**src/rtl/mem_arb_pkg.sv**
```systemverilog
// Shared definitions for the memory address arbiter: FSM encoding,
// arbitration policy codes and default geometry of the shared word memory.
package mem_arb_pkg;

   // Default geometry of the shared word memory.
   localparam int MEM_DEPTH      = 1024;
   localparam int ADDR_WIDTH_DEF = $clog2(MEM_DEPTH);
   localparam int WORD_WIDTH_DEF = 16;
   localparam int NUM_CH_DEF     = 8;

   // Arbitration policy selector values for RR_MODE.
   localparam int ARB_FIXED = 0;
   localparam int ARB_RR    = 1;

   // Arbiter FSM: IDLE means no address is being presented, BUSY means
   // out_valid is high and a captured address waits for out_ready.
   typedef enum logic {
      IDLE = 1'b0,
      BUSY = 1'b1
   } arb_state_t;

   // Next channel index after idx, wrapping at n.
   function automatic int next_index(input int idx, input int n);
      return (idx + 1 >= n) ? 0 : idx + 1;
   endfunction

endpackage

```
**src/rtl/rr_pick.sv**
```systemverilog
// Rotating-base priority encoder. The search starts at channel 'base' and
// wraps from N-1 back to 0; the first eligible request found wins. One
// channel can be removed from the search (mask_en/mask_idx) so that a
// channel whose transfer is completing this cycle is not picked again on
// the same edge. With base tied to 0 this is a plain fixed-priority encoder.
module rr_pick #(
   parameter int N  = 8,
   parameter int IW = $clog2(N)
) (
   input  logic [N-1:0]  req,
   input  logic [IW-1:0] base,
   input  logic          mask_en,
   input  logic [IW-1:0] mask_idx,
   output logic          found,
   output logic [IW-1:0] idx
);

   logic [N-1:0] eligible;

   // Remove the masked channel from the candidate set.
   always_comb begin
      eligible = req;
      if (mask_en) begin
         eligible[mask_idx] = 1'b0;
      end
   end

   // Walk the channels from the furthest offset down to offset 0 so that the
   // candidate closest to base is the last one written and therefore wins.
   always_comb begin
      int j;
      j     = 0;
      found = 1'b0;
      idx   = '0;
      for (int k = N - 1; k >= 0; k--) begin
         j = int'(base) + k;
         if (j >= N) begin
            j = j - N;
         end
         if (eligible[IW'(j)]) begin
            found = 1'b1;
            idx   = IW'(j);
         end
      end
   end

endmodule

```
**src/rtl/mem_addr_arbiter.sv**
```systemverilog
// N-channel address arbiter in front of the shared word memory. Picks one
// requesting channel (fixed priority or round-robin), registers its address
// and presents it with a valid/ready handshake; the winner receives a
// one-cycle grant in the cycle its transfer is accepted.
//
// Handshake: a transfer completes in any cycle where out_valid and out_ready
// are both high. out_addr/out_sel/out_oor are stable while out_valid is high
// and out_ready is low. gnt[out_sel] pulses in the completing cycle only,
// and on that same edge the next winner (excluding the channel just served)
// is loaded so a continuous stream needs no idle cycle between addresses.
module mem_addr_arbiter
   import mem_arb_pkg::*;
#(
   parameter int  NUM_CH     = NUM_CH_DEF,
   parameter int  WORD_WIDTH = WORD_WIDTH_DEF,
   parameter int  ADDR_WIDTH = ADDR_WIDTH_DEF,
   parameter int  RR_MODE    = ARB_RR,
   localparam int SEL_W      = $clog2(NUM_CH)
) (
   input  logic                         clk,
   input  logic                         rst,
   input  logic [NUM_CH-1:0]            req,
   input  logic [NUM_CH*WORD_WIDTH-1:0] addr_in,
   output logic [NUM_CH-1:0]            gnt,
   output logic                         out_valid,
   input  logic                         out_ready,
   output logic [ADDR_WIDTH-1:0]        out_addr,
   output logic [SEL_W-1:0]             out_sel,
   output logic                         out_oor,
   output arb_state_t                   state_dbg
);

   arb_state_t           state;
   logic [SEL_W-1:0]     rr_ptr;
   logic [SEL_W-1:0]     next_ptr;
   logic [SEL_W-1:0]     pick_base;
   logic                 pick_found;
   logic [SEL_W-1:0]     pick_idx;
   logic [WORD_WIDTH-1:0] win_word;
   logic [ADDR_WIDTH-1:0] win_addr;
   logic                 win_oor;
   logic                 fire;

   assign state_dbg = state;

   // A transfer completes when the presented address is accepted.
   assign fire = (state == BUSY) && out_valid && out_ready;

   // Pointer value after the channel in out_sel has been served.
   always_comb begin
      next_ptr = SEL_W'(next_index(int'(out_sel), NUM_CH));
   end

   // Search base: round-robin starts just past the last served channel (using
   // the post-completion pointer on a completing edge); fixed priority
   // always starts at channel 0.
   always_comb begin
      pick_base = '0;
      if (RR_MODE == ARB_RR) begin
         pick_base = fire ? next_ptr : rr_ptr;
      end
   end

   rr_pick #(
      .N  (NUM_CH),
      .IW (SEL_W)
   ) u_pick (
      .req      (req),
      .base     (pick_base),
      .mask_en  (fire),
      .mask_idx (out_sel),
      .found    (pick_found),
      .idx      (pick_idx)
   );

   // Select the winning channel's address word from the packed input bus.
   always_comb begin
      win_word = '0;
      for (int i = 0; i < NUM_CH; i++) begin
         if (pick_idx == SEL_W'(i)) begin
            win_word = addr_in[i*WORD_WIDTH +: WORD_WIDTH];
         end
      end
   end

   // Truncate to the memory address width and flag any discarded high bits.
   always_comb begin
      win_addr = ADDR_WIDTH'(win_word);
      win_oor  = |(win_word >> ADDR_WIDTH);
   end

   // One-hot grant to the channel whose transfer completes this cycle; a
   // cycle with reset asserted never grants.
   always_comb begin
      gnt = '0;
      if (fire && !rst) begin
         gnt[out_sel] = 1'b1;
      end
   end

   // Arbiter FSM: capture a winner from IDLE, hold it while stalled, and on
   // completion either load the next winner back-to-back or return to IDLE.
   always_ff @(posedge clk) begin
      if (rst) begin
         state     <= IDLE;
         out_valid <= 1'b0;
         out_addr  <= '0;
         out_sel   <= '0;
         out_oor   <= 1'b0;
         rr_ptr    <= '0;
      end else begin
         case (state)
            IDLE: begin
               if (pick_found) begin
                  state     <= BUSY;
                  out_valid <= 1'b1;
                  out_addr  <= win_addr;
                  out_sel   <= pick_idx;
                  out_oor   <= win_oor;
               end
            end
            BUSY: begin
               if (fire) begin
                  rr_ptr <= next_ptr;
                  if (pick_found) begin
                     out_addr <= win_addr;
                     out_sel  <= pick_idx;
                     out_oor  <= win_oor;
                  end else begin
                     state     <= IDLE;
                     out_valid <= 1'b0;
                  end
               end
            end
            default: begin
               state     <= IDLE;
               out_valid <= 1'b0;
            end
         endcase
      end
   end

endmodule
```
**config.mk**
```make
export PLATFORM = sky130hd
export DESIGN_NAME = mem_addr_arbiter
export DESIGN_NICKNAME = d
export VERILOG_FILES = /design/src/rtl/mem_arb_pkg.sv /design/src/rtl/rr_pick.sv /design/src/rtl/mem_addr_arbiter.sv
export SDC_FILE = /design/constraint.sdc
export NUM_CORES = 1
export LEC_CHECK = 0
export CAP_MARGIN = 25
export CORE_ASPECT_RATIO = 1.5
export CORE_MARGIN = 10
export CORE_UTILIZATION = 40
export CTS_CLUSTER_SIZE = 10
export DETAILED_ROUTE_END_ITERATION = 16
export DONT_BUFFER_PORTS = 1
export HOLD_SLACK_MARGIN = 0.1
export PLACE_DENSITY = 0.59
export SYNTH_ARGS = -nofsm -noshare
export SYNTH_HDL_FRONTEND = slang
export SYNTH_HIERARCHICAL = 1
export SYNTH_SLANG_ARGS = --single-unit
export TNS_END_PERCENT = 30
```
**constraint.sdc**
```tcl
create_clock -name clk -period 13.01 [get_ports clk]
set_clock_uncertainty 0.1 [all_clocks]
set_input_delay 2.602 -clock clk [delete_from_list [all_inputs] [get_ports clk]]
set_output_delay 2.602 -clock clk [all_outputs]
set_load 0.005 [all_outputs]
```
==> results of run 1 <==
-- critical path, stage by stage --
cell and delay (ps):
sky130_fd_sc_hd__nand3_1 260, sky130_fd_sc_hd__nor2_1 260, sky130_fd_sc_hd__a21o_1 110, sky130_fd_sc_hd__buf_4 280
sky130_fd_sc_hd__inv_1 190, sky130_fd_sc_hd__ha_1 680, sky130_fd_sc_hd__inv_1 170, sky130_fd_sc_hd__a32o_1 300
sky130_fd_sc_hd__mux4_2 520, sky130_fd_sc_hd__nor2b_1 150, sky130_fd_sc_hd__o211ai_1 180, sky130_fd_sc_hd__a21boi_1 90
sky130_fd_sc_hd__o21a_2 510, sky130_fd_sc_hd__or3_1 610, sky130_fd_sc_hd__o221ai_1 320, sky130_fd_sc_hd__a211o_1 190
sky130_fd_sc_hd__nand2_1 50
-- power groups by stage --
stage	Sequential, uW	Combinational [uW]	Clock [uW]
floorplan	76.5	183	0
global placement	85.0	201	0
detailed placement	85.3	203	0
CTS	83.9	204	43.3
global route	85.2	225	45.8
finish	83.3	204	42.5
-- metrics by stage --
stage	util (%)	std cells
2_1_floorplan	-	398
3_3_place_gp	40.1	466
3_5_place_dp	40.1	466
4_1_cts	40.8	470
5_1_grt	40.9	471
6_report	40.9	471
-- Yosys cell counts, types with 3 or more instances --
library cell               number  area [um^2]
sky130_fd_sc_hd__nand2_1       29          109
sky130_fd_sc_hd__a21o_1         5         37.5
sky130_fd_sc_hd__o21bai_1       3         22.5
sky130_fd_sc_hd__o221ai_1       9         78.8
sky130_fd_sc_hd__a221oi_1       7         61.3
sky130_fd_sc_hd__and2_1         4         25.0
sky130_fd_sc_hd__o221a_1        4         45.0
sky130_fd_sc_hd__o211ai_1       5         37.5
sky130_fd_sc_hd__ha_1           3         37.5
sky130_fd_sc_hd__mux4_2         7          158
sky130_fd_sc_hd__a21oi_1       19         95.1
sky130_fd_sc_hd__inv_1         20         75.1
sky130_fd_sc_hd__nor2b_1       19          119
sky130_fd_sc_hd__nand3_1        8         40.0
sky130_fd_sc_hd__nor2_1        27          101
sky130_fd_sc_hd__a211oi_1       5         37.5
sky130_fd_sc_hd__o21ai_0       35          175
sky130_fd_sc_hd__nand2b_1      12         75.1
sky130_fd_sc_hd__buf_6         10          113
sky130_fd_sc_hd__o22ai_1        5         31.3
sky130_fd_sc_hd__o32ai_1        5         43.8
sky130_fd_sc_hd__a32o_1         6         60.1
sky130_fd_sc_hd__buf_2         15         75.1
sky130_fd_sc_hd__nor3_1         9         45.0
sky130_fd_sc_hd__o21ai_1        5         25.0
sky130_fd_sc_hd__o221a_2        3         33.8
sky130_fd_sc_hd__nor4_1         4         25.0
sky130_fd_sc_hd__mux2i_1       13          130
sky130_fd_sc_hd__nand3b_1       9         67.6
sky130_fd_sc_hd__clkbuf_1       8         30.0
sky130_fd_sc_hd__dfxtp_1       19          380
sky130_fd_sc_hd__a22o_1         3         26.3
sky130_fd_sc_hd__xnor2_1        4         35.0
sky130_fd_sc_hd__a211o_1        7         61.3
-- metal layers --
metal / share of wire [%] / wire, um / vias up
met5: 0 / 0 / -
met4: 2.0 / 232 / 0
met3: 9.7 / 1120 / 18
met2: 54 / 6190 / 178
met1: 34 / 3960 / 1444
li1: - / - / 1468
-- kinds of logic (layout without fill, tap and decap cells) --
logic type	after synthesis	count (layout)	synth area share (%)
buffers and inverters	56	29	10.5
xor gates and xnor gates	5	5	1.46
muxes	22	22	10.4
DFF	19	19	12.7
AOI/OAI and AO/OA	149	149	36.2
adders and majority gates	3	3	1.25
and+or+nand+nor	144	144	27.5
-- worst min-delay path by stage --
| stage | startpoint | to | slack (ps) | depth (start not counted) |
|---|---|---|---|---|
| 2_1_floorplan | out_addr[0] | out_addr[0] | 370 | 2 |
| 3_3_place_gp | out_addr[0] | out_addr[0] | 410 | 2 |
| 3_5_place_dp | out_addr[0] | out_addr[0] | 410 | 2 |
| 4_1_cts | out_addr[0] | out_addr[0] | 420 | 2 |
| 5_1_grt | out_addr[8] | out_addr[8] | 440 | 2 |
| 6_report | out_addr[0] | out_addr[0] | 420 | 2 |
-- area by class of cell --
class                      count  area (um^2)  area share, %
clock buffer                   3         41.3           1.39
clock inverter                 1         5.00          0.168
inverter                      20         75.1           2.53
multi-input combinational    323         2310           77.7
sequential                    19          380           12.8
tap                          100          125           4.21
timing repair buffer           5         37.5           1.26
-- flip-flops by register name, indices dropped and copies added (netlist names) --
| name | count |
|---|---|
| out_addr | 10 |
| rr_ptr | 3 |
| out_sel | 3 |
| out_oor | 1 |
| state_dbg | 1 |
| out_valid | 1 |
==> results.yml, run 1 <==
layout:
  antennaDiodeCount: 0
  final_net_count: 514
  final_common_cell: "sky130_fd_sc_hd__o21ai_0"
  stdcell_area_um2: 2970
  fillCellCount: 782
  signed_area_change_from_the_synthesized_netlist_to_the_final_layout_pct: -0.627
  drive_above_1_share_pct: 10.5
  most-common-layout-cells: "sky130_fd_sc_hd__o21ai_0 (34), sky130_fd_sc_hd__nand2_1 (29), sky130_fd_sc_hd__nor2_1 (27)"
timing:
  rsz0062_at_grt: "no"
  post-route-min-period_ps: 7460
  timing_worst_slew_pin_value_ps: 977
  timing_max_transition_violations_final: 0
  max_clock_freq_mhz: 134
  report.final.setup_viol: 0
  setup_total_negative_slack_ps: 0
  layout_setup_ws_ps: 5550
  worst_slew_margin_rel_pct: 34.9
  timing.final.hold_violations: 0
  final_period_utilization_pct: 57.3
  finalHoldWorstSlack_ps: 418
clock_tree:
  cts.repair_timing.setup_buffer_count: 0
  clock-root-buffer: "sky130_fd_sc_hd__clkbuf_8"
  cts_tree: "built"
  cts_hold_repair.buffers: 0
  clkSlewWorstSetupHoldPaths_ps: 70
  tritoncts_num_sinks: 19
  cts_max_level: 1
  ctsResizeCount: 0
  cts_buffer_depth: 2
  worstSkewPairLatency_ps: 260
  cts_made_buffers: 3
power_and_ir_drop:
  part_of_the_total_power_dissipated_in_the_clock_network_pct: 12.9
  switchingPower_uw: 156
  share_comb_of_total_power_pct: 61.8
  power.density_nw_per_um2: 111
  p_leak_uw: 0.00105
  irDropWorstVdd_mv: 0.0668
  post-layout-total-power_uw: 329
  sequentialPowerShare_pct: 25.3
  p_int_uw: 173
  p_sw_share_pct: 47.3
global_route:
  met3_usage_pct: 6.12
  grt_overflow_total: 0
  grt_first_pass_wirelength_um: 17200
  grt_max_degree: 61
  globalRouteTotalUtil_pct: 18.4
  grt_antenna_before_repair: 0
  gr-usage-met2_pct: 35.4
  grt_most_used_layer: "met2"
  grt_pass1_vias: 3050
  grt_util_met1_pct: 18.2
worst_setup_path:
  reg2reg_setup_slack_ps: 7360
  critical_path_start_end_classification: "input port to flop"
  path_max_fanout: 60
  end_kind: "flop"
  crit-reg2reg-capture: "out_addr[7]"
  critical_path.startpoint: "out_ready"
  worstPathRequired_ps: 13070
  setup.worst_path.start_class: "input port"
  cp_data_arrival_time_ps: 7520
  crit_end: "out_addr[7]"
  worst_r2r_startpoint: "out_sel[1]"
  r2r_cells: 17
logic_synthesis:
  synthesis.area_per_instance_um2: 7.52
  mappedNetlistNets: 540
  synth_async_sr_flop_share_pct: 0
  synth_enable_flop_cells: 0
  yosysUniqueCellTypes: 75
  syn-cell-area_um2: 2990
  yosysSeqAreaShare_pct: 12.7
  synth_top_flop_cell: "sky130_fd_sc_hd__dfxtp_1"
  synth_seq_cells: 19
  netlist_instances: 398
  yosysWarningCount: 6
route:
  route.vias.total: 3108
  detail_route.wl_per_cell_um: 24.4
  dr.pass1.iters: 5
  detail_route.wirelength_um: 11500
  detailedRoute.firstIterationViolations: 200
  route.detailed.vias_per_inst: 6.60
  antenna_left: 0
  drt_drc_violations_left: 0
run_status:
  status: "finished clean"
floorplan:
  fp.dieW_um: 90.6
  row_count: 38
  die_h_um: 126
  full_die_area_um2: 11400
  floorplan.initialDensity_pct: 41.1
  num_io_pins: 163
  fp.coreArea_um2: 7270
placement:
  detailedPlace.worstSlack_ps: 5290
  dpl.hpwl_um: 9350
  routabilityCongestion: 0.977
  dpl_cell_area_um2: 2920
  numPortBuffers: 0
worst_hold_path:
  hold_path.class: "flop to flop"
flow_run:
  drv_cap: 0
Note: power is estimated with default switching activity, not from simulation.
==> inputs of run 2 (changes only) <==
PLACE_DENSITY = 0.61   (was 0.59)
clock period = 6.8 ns   (was 13.01 ns; I/O delays follow)
==> run 2 against run 1 <==
  * Via count increased by 0.39%
  * Register-to-register slack got worse by 5900 ps
  * Clock power increased by 85%
  * Final area increased by 0.76%
  * Sequential cell count unchanged
==> results.yml, run 2 (synthesized netlist as in run 1, its figures left out) <==
clock_tree:
  clkSlewWorstSetupHoldPaths_ps: 70
  clock-root-buffer: "sky130_fd_sc_hd__clkbuf_8"
  tritoncts_num_sinks: 19
  cts.repair_timing.setup_buffer_count: 0
  cts_hold_repair.buffers: 0
  cts_tree: "built"
  worstSkewPairLatency_ps: 250
  cts_made_buffers: 3
  cts_buffer_depth: 2
  cts_max_level: 1
  ctsResizeCount: 0
layout:
  register_area_um2: 380
  drive_above_1_share_pct: 11.2
  finish.cell_count_without_fillers: 474
  largest_register_ff_count: 10
  antennaDiodeCount: 0
  final_common_cell: "sky130_fd_sc_hd__o21ai_0"
  largest-register: "out_addr"
  signed_area_change_from_the_synthesized_netlist_to_the_final_layout_pct: 0.125
  most-common-layout-cells: "sky130_fd_sc_hd__o21ai_0 (34), sky130_fd_sc_hd__nand2_1 (29), sky130_fd_sc_hd__nor2_1 (27)"
  stdcell_area_um2: 3000
  fillCellCount: 793
  multi_input_area_um2: 2310
  largestRegisters: "out_addr (10), out_sel (3), rr_ptr (3)"
  final_net_count: 517
timing:
  timing_max_transition_violations_final: 0
  rsz0062_at_grt: "no"
  max_clock_freq_mhz: 171
  worst_slew_margin_rel_pct: 53.2
  final_period_utilization_pct: 86.1
  finalHoldWorstSlack_ps: 408
  report.final.setup_viol: 0
  timing.final.hold_violations: 0
  timing_worst_slew_pin_value_ps: 701
  setup_total_negative_slack_ps: 0
  post-route-min-period_ps: 5850
global_route:
  grt_first_pass_wirelength_um: 17000
  grt_util_met1_pct: 18.9
  grt_max_degree: 32
  met3_usage_pct: 4.46
  gr-usage-met2_pct: 36.1
  grt_most_used_layer: "met2"
  grt_antenna_before_repair: 0
  grt_overflow_total: 0
  grt_pass1_vias: 3039
  globalRouteTotalUtil_pct: 18.3
flow_run:
  drv_cap: 0
floorplan:
  row_count: 38
  fp.dieW_um: 90.6
  fp.coreArea_um2: 7270
  num_io_pins: 163
  die_h_um: 126
  full_die_area_um2: 11400
  floorplan.initialDensity_pct: 41.1
route:
  dr.pass1.iters: 5
  antenna_left: 0
  detail_route.wl_per_cell_um: 24.1
  route.detailed.vias_per_inst: 6.58
  drt_drc_violations_left: 0
  route.vias.total: 3120
  detail_route.wirelength_um: 11400
  detailedRoute.firstIterationViolations: 160
power_and_ir_drop:
  irDropWorstVdd_mv: 0.105
  share_comb_of_total_power_pct: 62.8
  p_leak_uw: 0.00107
  post-layout-total-power_uw: 643
  part_of_the_total_power_dissipated_in_the_clock_network_pct: 12.2
  switchingPower_uw: 306
  power.density_nw_per_um2: 215
  p_sw_share_pct: 47.6
  sequentialPowerShare_pct: 25.0
  p_int_uw: 337
placement:
  inst_count_dp: 470
  numPortBuffers: 0
  dpl_cell_area_um2: 2950
  routabilityCongestion: 0.872
  dpl.hpwl_um: 9410
worst_setup_path:
  path_max_fanout: 23
  worstPathRequired_ps: 6860
  critical_path.max_stage_delay_ps: 670
  timing.critical_path.slowest_stage_cell: "sky130_fd_sc_hd__ha_1"
  path_delay_family: "simple AND/OR/NAND/NOR gates"
  setup.worst_path.start_class: "input port"
  end_kind: "flop"
  cp.buffers_inverters: 3
  path_cells: "nand3_1, nor2_1, a21o_1, inv_1, ha_1, inv_1, a32o_1, mux4_2, nor2_1, and2_1, nor4bb_1, nor3_2, buf_4, or2_1, o221a_1, o221ai_1, a211o_1, nand2_1"
  critical_path_start_end_classification: "input port to flop"
  cp_data_arrival_time_ps: 5910
worst_hold_path:
  hold_path.class: "flop to flop"
run_status:
  status: "finished clean"
run 2: cell count changes in the layout (fill, tap and decap cells not counted):
cell	delta
sky130_fd_sc_hd__buf_4	+4
sky130_fd_sc_hd__clkbuf_4	-1
run 2: stage by stage:
stage / worst slack (ps) / utilization [%]
final: 947 / 41.2
after global routing: 591 / 41.2
after CTS: 979 / 41.2
after detailed placement: 704 / 40.5
after global placement: 782 / 40.5
after floorplan: 1130 / -
run 2: final timing paths:
check / startpoint / cells past startpoint / end / slack, ps
hold reg to reg: out_addr[0] / 2 / out_addr[0] / 410
setup / recovery: out_ready / 18 / out_addr[0] / 950
setup reg to reg: out_sel[1] / 18 / out_addr[0] / 1420
hold / removal: out_addr[0] / 2 / out_addr[0] / 410
run 2: final cells by class:
class                   count  area share, %
clock inverters             1          0.167
well taps                 100           4.18
inverters                  20           2.51
repair buffers              8           2.01
flip-flops and latches     19           12.7
clock buffers               3           1.38
multi-input cells         323           77.1
run 2: layer usage:
layer / routed length, um / share of wire (%) / vias up
met3: 909 / 8.0 / 6
met4: 82 / 0.72 / 0
li1: - / - / 1481
met5: 0 / 0 / -
met2: 6270 / 55 / 156
met1: 4170 / 37 / 1477
run 2: worst reg2reg max path: stages (launching register included):
cell,delay [ps]
sky130_fd_sc_hd__dfxtp_1,770
sky130_fd_sc_hd__ha_1,220
sky130_fd_sc_hd__nand2_1,50
sky130_fd_sc_hd__o21ai_1,150
sky130_fd_sc_hd__inv_1,170
sky130_fd_sc_hd__ha_1,680
sky130_fd_sc_hd__inv_1,180
sky130_fd_sc_hd__a32o_1,300
sky130_fd_sc_hd__mux4_2,530
sky130_fd_sc_hd__nor2_1,130
sky130_fd_sc_hd__and2_1,160
sky130_fd_sc_hd__nor4bb_1,300
sky130_fd_sc_hd__nor3_2,90
sky130_fd_sc_hd__buf_4,240
sky130_fd_sc_hd__or2_1,380
sky130_fd_sc_hd__o221a_1,270
sky130_fd_sc_hd__o221ai_1,310
sky130_fd_sc_hd__a211o_1,200
sky130_fd_sc_hd__nand2_1,40
run 2: power by group through the flow:
stage,clock (uW),sequential [uW],combinational (uW)
4_1_cts,81.4,162,402
3_5_place_dp,0,164,401
3_3_place_gp,0,164,395
6_report,78.5,161,404
5_1_grt,85.8,164,441
2_1_floorplan,0,146,351
==> inputs of run 3 (changes only) <==
CORE_UTILIZATION = 30   (was 40)
GPL_ROUTABILITY_DRIVEN = 0   (was not set)
PLACE_DENSITY = 0.5   (was 0.61)
==> run 3 against run 2 <==
  * Clock-buffer cell count is the same
  * Power up 4.6%
  * First-iteration DRC count is 14% lower
  * Combinational power is 4% lower
  * Final area increased by 1.7%
  * Critical path depth did not move
  * Non-clock buffer count fell by 2
  * Sequential share of layout area fell by 0.21 points
  * Highest routed layer unchanged
  * Setup slack better by 170 ps
  * Global-route usage down 3.7 points
  * Utilization decreased by 9.7 points
==> results.yml, run 3 (synthesized netlist as in run 1, its figures left out) <==
global_route:
  grt_antenna_before_repair: 0
  grt_pass1_vias: 3076
  grt_overflow_total: 0
  globalRouteTotalUtil_pct: 14.6
  grt_max_degree: 39
  grt_first_pass_wirelength_um: 17000
worst_setup_path:
  end_kind: "flop"
  critical_path.most_common_cell: "sky130_fd_sc_hd__inv_1"
  path_cells: "nand3_1, nor2_1, a21o_1, inv_1, ha_1, inv_1, a32o_1, mux4_2, a21oi_2, a211oi_2, nor4bb_1, nor3_2, buf_12, and2b_2, nand2_1, nor3_1, o32ai_1, o31a_1"
  cp.buffers_inverters: 3
  reg2reg_setup_slack_ps: 1570
  critical_path.max_stage_delay_ps: 650
  critical_path_depth: 18
  path_delay_family: "simple AND/OR/NAND/NOR gates"
  cp_data_arrival_time_ps: 5730
  critical_path_start_end_classification: "input port to flop"
  setup.worst_path.start_class: "input port"
  worstPathRequired_ps: 6840
  r2r_cells: 18
  timing.critical_path.slowest_stage_cell: "sky130_fd_sc_hd__ha_1"
  path_max_fanout: 38
placement:
  dpl.hpwl_um: 9540
  numPortBuffers: 0
  detailedPlace.worstSlack_ps: 916
clock_tree:
  clkSlewWorstSetupHoldPaths_ps: 60
  tritoncts_num_sinks: 19
  ctsResizeCount: 0
  cts_buffer_depth: 2
  cts_max_level: 1
  cts.repair_timing.setup_buffer_count: 0
  cts_made_buffers: 3
  cts_tree: "built"
  worstSkewPairLatency_ps: 250
  clock-root-buffer: "sky130_fd_sc_hd__clkbuf_16"
  cts_hold_repair.buffers: 0
route:
  drt_drc_violations_left: 0
  antenna_left: 0
  detail_route.wl_per_cell_um: 23.5
  detailedRoute.firstIterationViolations: 137
  dr.pass1.iters: 4
  detail_route.wirelength_um: 11500
  route.vias.total: 3024
  route.detailed.vias_per_inst: 6.21
layout:
  largest-register: "out_addr"
  signed_area_change_from_the_synthesized_netlist_to_the_final_layout_pct: 1.80
  drive_above_1_share_pct: 10.8
  most-common-layout-cells: "sky130_fd_sc_hd__o21ai_0 (34), sky130_fd_sc_hd__nand2_1 (29), sky130_fd_sc_hd__nor2_1 (27)"
  largest_register_ff_count: 10
  final_common_cell: "sky130_fd_sc_hd__o21ai_0"
  largestRegisters: "out_addr (10), out_sel (3), rr_ptr (3)"
  antennaDiodeCount: 0
  fillCellCount: 1065
  final_net_count: 515
flow_run:
  drv_cap: 0
timing:
  report.final.setup_viol: 0
  worst_slew_margin_rel_pct: 47.0
  final_period_utilization_pct: 83.6
  timing_worst_slew_pin_value_ps: 795
  setup_total_negative_slack_ps: 0
  timing.final.hold_violations: 0
  timing_max_transition_violations_final: 0
  layout_setup_ws_ps: 1110
  rsz0062_at_grt: "no"
  max_clock_freq_mhz: 176
  post-route-min-period_ps: 5690
worst_hold_path:
  hold_path_depth: 2
  hold_path.class: "flop to flop"
floorplan:
  num_io_pins: 163
  full_die_area_um2: 14400
  fp.dieW_um: 102
  floorplan.initialDensity_pct: 30.9
  fp.coreArea_um2: 9690
  row_count: 44
  die_h_um: 142
run_status:
  status: "finished clean"
power_and_ir_drop:
  p_leak_uw: 0.00108
  irDropWorstVdd_mv: 0.0995
  power.density_nw_per_um2: 221
run 3: cell types whose count changed in the layout (fill, tap and decap cells not counted):
cell | previous run | this run
sky130_fd_sc_hd__buf_12 | 0 | 1
sky130_fd_sc_hd__buf_4 | 8 | 5
sky130_fd_sc_hd__clkbuf_8 | 3 | 0
sky130_fd_sc_hd__clkbuf_16 | 0 | 3
run 3: final timing paths:
check / start / end
worst max-delay path: out_ready / out_oor
worst min-delay path: out_addr[3] / out_addr[3]
worst max register to register: out_sel[1] / out_oor
worst min register to register: out_addr[3] / out_addr[3]
run 3: area by class of cell:
type	count	area, um^2	area share (%)
multi-input combinational	323	2310	75.8
inverter	20	75.1	2.47
clock inverter	1	5.00	0.164
clock buffer	3	75.1	2.47
timing repair buffer	6	57.6	1.89
sequential	19	380	12.5
tap	115	144	4.72
run 3: report_power, final:
| part | switching, uW | leakage, uW | total (uW) | internal [uW] |
|---|---|---|---|---|
| Combinational | 220 | 0.000878 | 387 | 168 |
| Sequential | 32.3 | 0.000157 | 163 | 130 |
| Clock | 43.9 | 0.0000409 | 123 | 78.9 |
| Total | 296 | 0.00108 | 673 | 377 |
run 3: tightest hold or removal path: stages, from the launching register on:
cell and delay (ps):
sky130_fd_sc_hd__dfxtp_1 330, sky130_fd_sc_hd__nand3b_1 90, sky130_fd_sc_hd__nand2_1 50
run 3: per-stage QoR:
stage	std cells	hold slack (ps)	instance area (um^2)	power (uW)	util (%)
after CTS	487	420	3050	680	31.4
final	487	410	3050	673	31.4
after floorplan	398	366	2990	497	-
after global placement	483	409	2970	551	30.6
after detailed placement	483	408	2970	554	30.6
after global routing	487	437	3050	726	31.4
run 3: layer usage:
metal  vias to the layer above  GRT usage (%)  wire length [um]
met3                         8           4.28               946
li1                       1466              -                 -
met2                       155           27.2              6110
met4                         0           3.46               148
met5                         -              0                 0
met1                      1395           15.3              4270
